--- src/rtl/mdu_pkg.sv ---
// mdu_pkg: opcode, sub-op and FSM encodings for the HI/LO multiply/divide unit.
// Op 7 plus op_ext selects the MADD family, present only with MDU_MADD_EN.
package mdu_pkg;

    typedef enum logic [2:0] {
        OP_NOP   = 3'd0,
        OP_MULT  = 3'd1,
        OP_MULTU = 3'd2,
        OP_DIV   = 3'd3,
        OP_DIVU  = 3'd4,
        OP_MTHI  = 3'd5,
        OP_MTLO  = 3'd6,
        OP_MACC  = 3'd7
    } mdu_op_e;

    // op_ext for OP_MACC: bit 0 = unsigned, bit 1 = subtract
    typedef enum logic [1:0] {
        MX_MADD  = 2'd0,
        MX_MADDU = 2'd1,
        MX_MSUB  = 2'd2,
        MX_MSUBU = 2'd3
    } mdu_macc_e;

    typedef enum logic [1:0] {
        S_IDLE,
        S_MUL,
        S_DIV,
        S_FIX
    } mdu_state_e;

    // The most-negative XLEN value is the top XLEN bits of this constant.
    localparam logic [63:0] MDU_MOST_NEG = 64'h8000_0000_0000_0000;

endpackage

--- src/rtl/mdu_hilo_div_iter.sv ---
// mdu_div_iter: restoring divider datapath, one quotient bit per cycle.
// The first iteration runs on the start edge; last flags iteration XLEN-1.
module mdu_div_iter
    import mdu_pkg::*;
#(
    parameter int XLEN = 32
) (
    input  logic            clk,
    input  logic            reset,
    input  logic            start,
    input  logic            en,
    input  logic [XLEN-1:0] dvd,
    input  logic [XLEN-1:0] dvs,
    output logic [XLEN-1:0] quo,
    output logic [XLEN-1:0] rem,
    output logic            last
);

    localparam int CW = $clog2(XLEN);

    logic [XLEN-1:0] q_r;
    logic [XLEN-1:0] r_r;
    logic [XLEN-1:0] d_r;
    logic [CW-1:0]   cnt;

    logic [XLEN-1:0] q_in;
    logic [XLEN-1:0] r_in;
    logic [XLEN-1:0] d_in;
    logic [XLEN:0]   sh;
    logic [XLEN:0]   diff;
    logic            ge;

    always_comb begin
        q_in = q_r;
        r_in = r_r;
        d_in = d_r;
        if (start) begin
            q_in = dvd;
            r_in = '0;
            d_in = dvs;
        end
    end

    // Partial remainder stays below the divisor, so bit XLEN of diff is the sign.
    assign sh   = {r_in, q_in[XLEN-1]};
    assign diff = sh - {1'b0, d_in};
    assign ge   = !diff[XLEN];

    always_ff @(posedge clk or negedge reset) begin
        if (!reset) begin
            q_r <= '0;
            r_r <= '0;
            d_r <= '0;
            cnt <= '0;
        end else if (start || en) begin
            q_r <= {q_in[XLEN-2:0], ge};
            r_r <= ge ? diff[XLEN-1:0] : sh[XLEN-1:0];
            d_r <= d_in;
            cnt <= start ? CW'(1) : cnt + 1'b1;
        end
    end

    assign quo  = q_r;
    assign rem  = r_r;
    assign last = en && (cnt == CW'(XLEN - 1));

endmodule

--- src/rtl/mdu_hilo.sv ---
// mdu_hilo: multi-cycle multiply/divide unit owning the HI/LO pair.
// Define MDU_MADD_EN to enable MADD/MADDU/MSUB/MSUBU on op 7 with op_ext.
module mdu_hilo
    import mdu_pkg::*;
#(
    parameter int XLEN       = 32,
    parameter int MUL_CYCLES = 2
) (
    input  logic            clk,
    input  logic            reset,
    input  logic            op_valid,
    input  logic [2:0]      op,
`ifdef MDU_MADD_EN
    input  logic [1:0]      op_ext,
`endif
    input  logic [XLEN-1:0] num1,
    input  logic [XLEN-1:0] num2,
    input  logic            flush,
    output logic            ready,
    output logic            busy,
    output logic            done,
    output logic [XLEN-1:0] hi,
    output logic [XLEN-1:0] lo
);

    localparam int MCW = $clog2(MUL_CYCLES + 1);
    localparam logic [XLEN-1:0] SIGN = MDU_MOST_NEG[63 -: XLEN];

    mdu_state_e state, state_n;

    logic [MCW-1:0]  mcnt, mcnt_n;
    logic [XLEN-1:0] hi_n, lo_n;
    logic            done_n;
    logic            accept;
    logic            lat_mul;
    logic            lat_div;

    logic            is_mul;
    logic            is_div;
    logic            sgn_op;

    logic [XLEN-1:0] ma, mb;
    logic            msg;

    logic            in_idle;
    logic [XLEN-1:0] pa, pb;
    logic            psg;
    logic [2*XLEN-1:0] ea, eb;
    logic [2*XLEN-1:0] prod;
    logic [2*XLEN-1:0] mres;

    logic            a_neg, b_neg;
    logic [XLEN-1:0] dam, dbm;
    logic            dsq, dsr;
    logic            div_start;
    logic            div_en;
    logic            div_last;
    logic [XLEN-1:0] dquo, drem;

`ifdef MDU_MADD_EN
    logic            acc_op;
    logic            acc_sub;
    logic            macc, msub;
    logic            pacc, psub;

    assign acc_op  = op == OP_MACC;
    assign acc_sub = (op_ext == MX_MSUB) || (op_ext == MX_MSUBU);
    assign is_mul  = (op == OP_MULT) || (op == OP_MULTU) || acc_op;
    assign sgn_op  = (op == OP_MULT) || (op == OP_DIV) ||
                     (acc_op && ((op_ext == MX_MADD) || (op_ext == MX_MSUB)));
`else
    assign is_mul  = (op == OP_MULT) || (op == OP_MULTU);
    assign sgn_op  = (op == OP_MULT) || (op == OP_DIV);
`endif
    assign is_div  = (op == OP_DIV) || (op == OP_DIVU);

    assign busy   = (state != S_IDLE) || done;
    assign ready  = !busy;
    assign accept = op_valid && ready && !flush;

    // Operands come straight from the ports only for a same-edge multiply.
    assign in_idle = state == S_IDLE;
    assign pa      = in_idle ? num1 : ma;
    assign pb      = in_idle ? num2 : mb;
    assign psg     = in_idle ? sgn_op : msg;
    assign ea      = {{XLEN{psg & pa[XLEN-1]}}, pa};
    assign eb      = {{XLEN{psg & pb[XLEN-1]}}, pb};
    assign prod    = ea * eb;

`ifdef MDU_MADD_EN
    assign pacc = in_idle ? acc_op : macc;
    assign psub = in_idle ? acc_sub : msub;

    always_comb begin
        mres = prod;
        if (pacc) begin
            mres = psub ? {hi, lo} - prod : {hi, lo} + prod;
        end
    end
`else
    assign mres = prod;
`endif

    assign a_neg = sgn_op && |(num1 & SIGN);
    assign b_neg = sgn_op && |(num2 & SIGN);
    assign dam   = a_neg ? -num1 : num1;
    assign dbm   = b_neg ? -num2 : num2;
    assign div_en = (state == S_DIV) && !flush;

    mdu_div_iter #(
        .XLEN(XLEN)
    ) u_div (
        .clk  (clk),
        .reset(reset),
        .start(div_start),
        .en   (div_en),
        .dvd  (dam),
        .dvs  (dbm),
        .quo  (dquo),
        .rem  (drem),
        .last (div_last)
    );

    always_comb begin
        state_n   = state;
        mcnt_n    = mcnt;
        hi_n      = hi;
        lo_n      = lo;
        done_n    = 1'b0;
        div_start = 1'b0;
        lat_mul   = 1'b0;
        lat_div   = 1'b0;
        unique case (state)
            S_IDLE: begin
                unique case (1'b1)
                    accept && (op == OP_MTHI): hi_n = num1;
                    accept && (op == OP_MTLO): lo_n = num1;
                    accept && is_mul: begin
                        lat_mul = 1'b1;
                        if (MUL_CYCLES == 1) begin
                            {hi_n, lo_n} = mres;
                            done_n       = 1'b1;
                        end else begin
                            state_n = S_MUL;
                            mcnt_n  = MCW'(MUL_CYCLES - 1);
                        end
                    end
                    accept && is_div && (num2 == '0): begin
                        hi_n   = num1;
                        lo_n   = '1;
                        done_n = 1'b1;
                    end
                    accept && is_div && (num2 != '0): begin
                        div_start = 1'b1;
                        lat_div   = 1'b1;
                        state_n   = S_DIV;
                    end
                    default: ;
                endcase
            end
            S_MUL: begin
                if (flush) begin
                    state_n = S_IDLE;
                end else if (mcnt == MCW'(1)) begin
                    {hi_n, lo_n} = mres;
                    done_n       = 1'b1;
                    state_n      = S_IDLE;
                end else begin
                    mcnt_n = mcnt - 1'b1;
                end
            end
            S_DIV: begin
                if (flush) begin
                    state_n = S_IDLE;
                end else if (div_last) begin
                    state_n = S_FIX;
                end
            end
            S_FIX: begin
                state_n = S_IDLE;
                if (!flush) begin
                    hi_n   = dsr ? -drem : drem;
                    lo_n   = dsq ? -dquo : dquo;
                    done_n = 1'b1;
                end
            end
            default: state_n = S_IDLE;
        endcase
    end

    always_ff @(posedge clk or negedge reset) begin
        if (!reset) begin
            state <= S_IDLE;
            mcnt  <= '0;
            hi    <= '0;
            lo    <= '0;
            done  <= 1'b0;
        end else begin
            state <= state_n;
            mcnt  <= mcnt_n;
            hi    <= hi_n;
            lo    <= lo_n;
            done  <= done_n;
        end
    end

    always_ff @(posedge clk or negedge reset) begin
        if (!reset) begin
            ma  <= '0;
            mb  <= '0;
            msg <= 1'b0;
`ifdef MDU_MADD_EN
            macc <= 1'b0;
            msub <= 1'b0;
`endif
            dsq <= 1'b0;
            dsr <= 1'b0;
        end else begin
            if (lat_mul) begin
                ma  <= num1;
                mb  <= num2;
                msg <= sgn_op;
`ifdef MDU_MADD_EN
                macc <= acc_op;
                msub <= acc_sub;
`endif
            end
            if (lat_div) begin
                dsq <= a_neg ^ b_neg;
                dsr <= a_neg;
            end
        end
    end

endmodule

--- config.mk ---
export PLATFORM = sky130hd
export DESIGN_NAME = mdu_hilo
export DESIGN_NICKNAME = d
export VERILOG_FILES = /design/src/rtl/mdu_pkg.sv /design/src/rtl/mdu_hilo_div_iter.sv /design/src/rtl/mdu_hilo.sv
export SDC_FILE = /design/constraint.sdc
export NUM_CORES = 2
export LEC_CHECK = 0
export ABC_AREA = 1
export ABC_CLOCK_PERIOD_IN_PS = 9700
export BUFFER_PORTS_ARGS = -buffer_cell sky130_fd_sc_hd__buf_2
export CORE_MARGIN = 10
export CORE_UTILIZATION = 60
export CTS_BUF_LIST = sky130_fd_sc_hd__clkbuf_2
export DETAILED_ROUTE_END_ITERATION = 6
export PLACE_DENSITY = 0.77
export SLEW_MARGIN = 30
export SYNTH_ARGS = -nofsm -noshare
export SYNTH_HDL_FRONTEND = slang
export SYNTH_SLANG_ARGS = --single-unit
--- constraint.sdc ---
create_clock -name clk -period 9.7 [get_ports clk]
set_clock_uncertainty 0.2 [all_clocks]
set_input_delay 1.94 -clock clk [delete_from_list [all_inputs] [get_ports clk]]
set_output_delay 1.94 -clock clk [all_outputs]
set_load 0.1 [all_outputs]
==> impl_metrics.env <==
export IMPL_outcome="finished, final reports clean"
export IMPL_fmax_mhz=107.1
export IMPL_numCtsBuffers=66
export IMPL_finalNonFillerCells=8966
export IMPL_htreeDepth=3
export IMPL_regArea_um2=5931
export IMPL_finalCritPeriodShare_pct=96.29
export IMPL_portBuffers=137
export IMPL_final_net_count=9175
export IMPL_path_clk_slew_ns=0.11
export IMPL_slowest_delay_ns=0.66
export IMPL_fp_dieW_um=324.0
export IMPL_async_flop_share_pct=100.0
export IMPL_syn_inst=7200
export IMPL_critPathSlowestCell="fa_1"
export IMPL_multi_input_area_um2=42370
export IMPL_die_h_um=324.0
export IMPL_clock_sinks=237
export IMPL_place_inst=8840
export IMPL_max_slew_worst_pin_slew_ns=1.121
export IMPL_ant_nets=0
export IMPL_viasPerCell=5.866
export IMPL_clk_latency_ns=1.17
export IMPL_grt_pass1_wl_um=333500
export IMPL_final_util_pct=68.27
export IMPL_drive_gt1_share_pct=12.36
export IMPL_clk_path_buf_depth=3
export IMPL_synth_top_area_share_pct=40.66
export IMPL_worst_ep_arrival_time_ns=10.10
export IMPL_ys_warn_count=0
export IMPL_crit_required_ns=10.46
export IMPL_slew_violations=0
export IMPL_hpwl_um=186200
export IMPL_ys_seq_area_share_pct=10.70
export IMPL_die_area_um2=105000
export IMPL_crit_type="register to register"
export IMPL_cts_tree="done"
export IMPL_synthTopCellsByCount="inv_1, nand2_1, fa_1"
export IMPL_track_usage_pct=42.87
export IMPL_cts_root_buf="clkbuf_2"
export IMPL_synth_edf_count=0
export IMPL_synth_seq_cells=237
export IMPL_fin_crit_ns=9.340
export IMPL_via_count=52599
export IMPL_post_synth_top_area_cell="fa_1"
export IMPL_grt_pass1_vias=54440
export IMPL_cp_start_kind="register"
export IMPL_hold_class="register to register"
export IMPL_rows=111
export IMPL_fillCellCount=7702
export IMPL_drtPass1Iterations=7
export IMPL_grt_overflow=0
export IMPL_synth_most_common_cell="inv_1"
export IMPL_initial_core_util_pct=60.48
export IMPL_crit_fanout=22
export IMPL_ys_flop_type="dfrtp_1"
export IMPL_finalSetupViolations=0
export IMPL_ys_types=54
export IMPL_finalHoldViolCount=0
export IMPL_max_slew_margin_rel_pct=24.69
export IMPL_synth_nets=8652
export IMPL_wl_um=219400
export IMPL_drv_cap=0
export IMPL_synthTopCellsByArea="fa_1, inv_1, dfrtp_1, nand2_1, ha_1"
export IMPL_gp_congestion=1.099
export IMPL_cp_end_kind="register"
export IMPL_drcViolationCount=0
export IMPL_cpMostUsedCell="fa_1"
export IMPL_coreArea_um2=91660
export IMPL_drtIter0Drc=6860
export IMPL_rsz0062_at_grt="false"
export IMPL_wire_per_inst_um=24.47
export IMPL_area_delta_synth_final_pct=12.88
export IMPL_syn_area_um2=55440
export IMPL_avgSynthCellArea_um2=7.699
export IMPL_pin_count=138
export IMPL_grt_max_degree=91
export IMPL_cts_resized=0
export IMPL_antenna_found_initial=12
[registers in the layout, summed over array words and instances, names as in the netlist]
| register | count |
|---|---|
| hi | 32 |
| lo | 32 |
| ma | 32 |
| mb | 32 |
| u_div.d_r | 32 |
| u_div.quo | 32 |
| u_div.rem | 32 |
| u_div.cnt | 5 |
| mcnt | 2 |
| state | 2 |
| done | 1 |
| dsq | 1 |
| dsr | 1 |
| msg | 1 |
[layout by cell type (no fill, tap or decap), types with 6 or more instances in the layout]
master	instances
inv_1	1600
nand2_1	1532
fa_1	1126
nor2_1	839
buf_4	527
o21ai_0	306
ha_1	253
dfrtp_1	237
a21oi_1	232
nand3_1	228
buf_2	136
clkbuf_2	88
o21ai_1	77
xor2_1	75
buf_12	65
o21ai_2	55
nor3_1	50
nand4_1	47
clkinv_1	30
o211ai_1	29
xnor2_1	25
a31oi_1	21
inv_2	19
o21bai_1	16
a21o_1	15
nand3b_1	13
nor4_1	13
a41oi_1	13
or2_2	12
diode_2	11
o22ai_1	7
clkinv_2	6
[repair_timing]
item,4_1_cts,5_1_grt
setup endpoints to repair,0,5
hold buffers,0,0
buffers inserted,0,1
[worst paths after layout]
kind	startpoint	to	slack (ns)	cells after the start
max in group asynchronous	reset	hi[2]$_DFFE_PN0P_	7.31	2
worst max-delay path	state[0]$_DFFE_PN0P_	hi[25]$_DFFE_PN0P_	0.36	29
min in group asynchronous	reset	u_div.d_r[14]$_DFFE_PN0P_	0.63	1
worst min-delay path	lo[22]$_DFFE_PN0P_	lo[22]$_DFFE_PN0P_	0.29	2
worst max register to register	state[0]$_DFFE_PN0P_	hi[25]$_DFFE_PN0P_	0.36	29
worst min register to register	lo[22]$_DFFE_PN0P_	lo[22]$_DFFE_PN0P_	0.29	2
[cell families (layout without fill, tap and decap cells)]
group                    Yosys count  count (layout)  share of synthesized area (%)
adder cells (fa/ha/maj)         1381            1381                          46.42
XOR/XNOR                         100             100                          1.580
multiplexers                       1               1                        0.02031
buffers and inverters           1913            2482                          13.28
AND/OR/NAND/NOR                 2772            2772                          20.14
other                              0              11                              0
flip-flops                       237             237                          10.70
AO/OA/AOI/OAI                    796             796                          7.857
[metal layers]
metal	wire length, um	vias to the layer above	part of all wire [%]	track usage (%)
met5	68	-	0.031	0
met4	16570	10	7.6	25.92
met3	28770	780	13	11.60
met2	92260	3637	42	62.77
met1	81730	25688	37	56.63
li1	-	22484	-	-
[critical path, delay by kind of cell, from the launching register on]
kind                       cells  cell delay (ns)
adders and majority gates     10             4.72
AOI/OAI and AO/OA              5             1.59
buffers and inverters          8             1.36
and+or+nand+nor                6             0.92
DFF                            1             0.44
[area by class of cell]
cell class | instances | share of cell area [%]
Multi-Input combinational cell | 5050 | 67.70
Sequential cell | 237 | 9.478
Inverter | 1637 | 9.822
Antenna cell | 11 | 0.04399
Timing Repair Buffer | 731 | 9.550
Tap cell | 1186 | 2.371
Clock inverter | 26 | 0.3279
Clock buffer | 88 | 0.7038
[stage by stage]
stage	cell area (um^2)	setup TNS [ns]	setup slack, ns	hold WS [ns]
2_1_floorplan	55440	0	0.2053	0.2478
3_3_place_gp	61870	-1.315	-0.1994	0.2605
3_5_place_dp	61880	-1.708	-0.1682	0.2599
4_1_cts	62520	0	0.3729	0.2927
5_1_grt	62570	0	0.1039	0.3125
6_report	62580	0	0.3601	0.2936
Power is not shown: default switching activity piles up to over one toggle a cycle in this logic, so the estimate is an artifact.
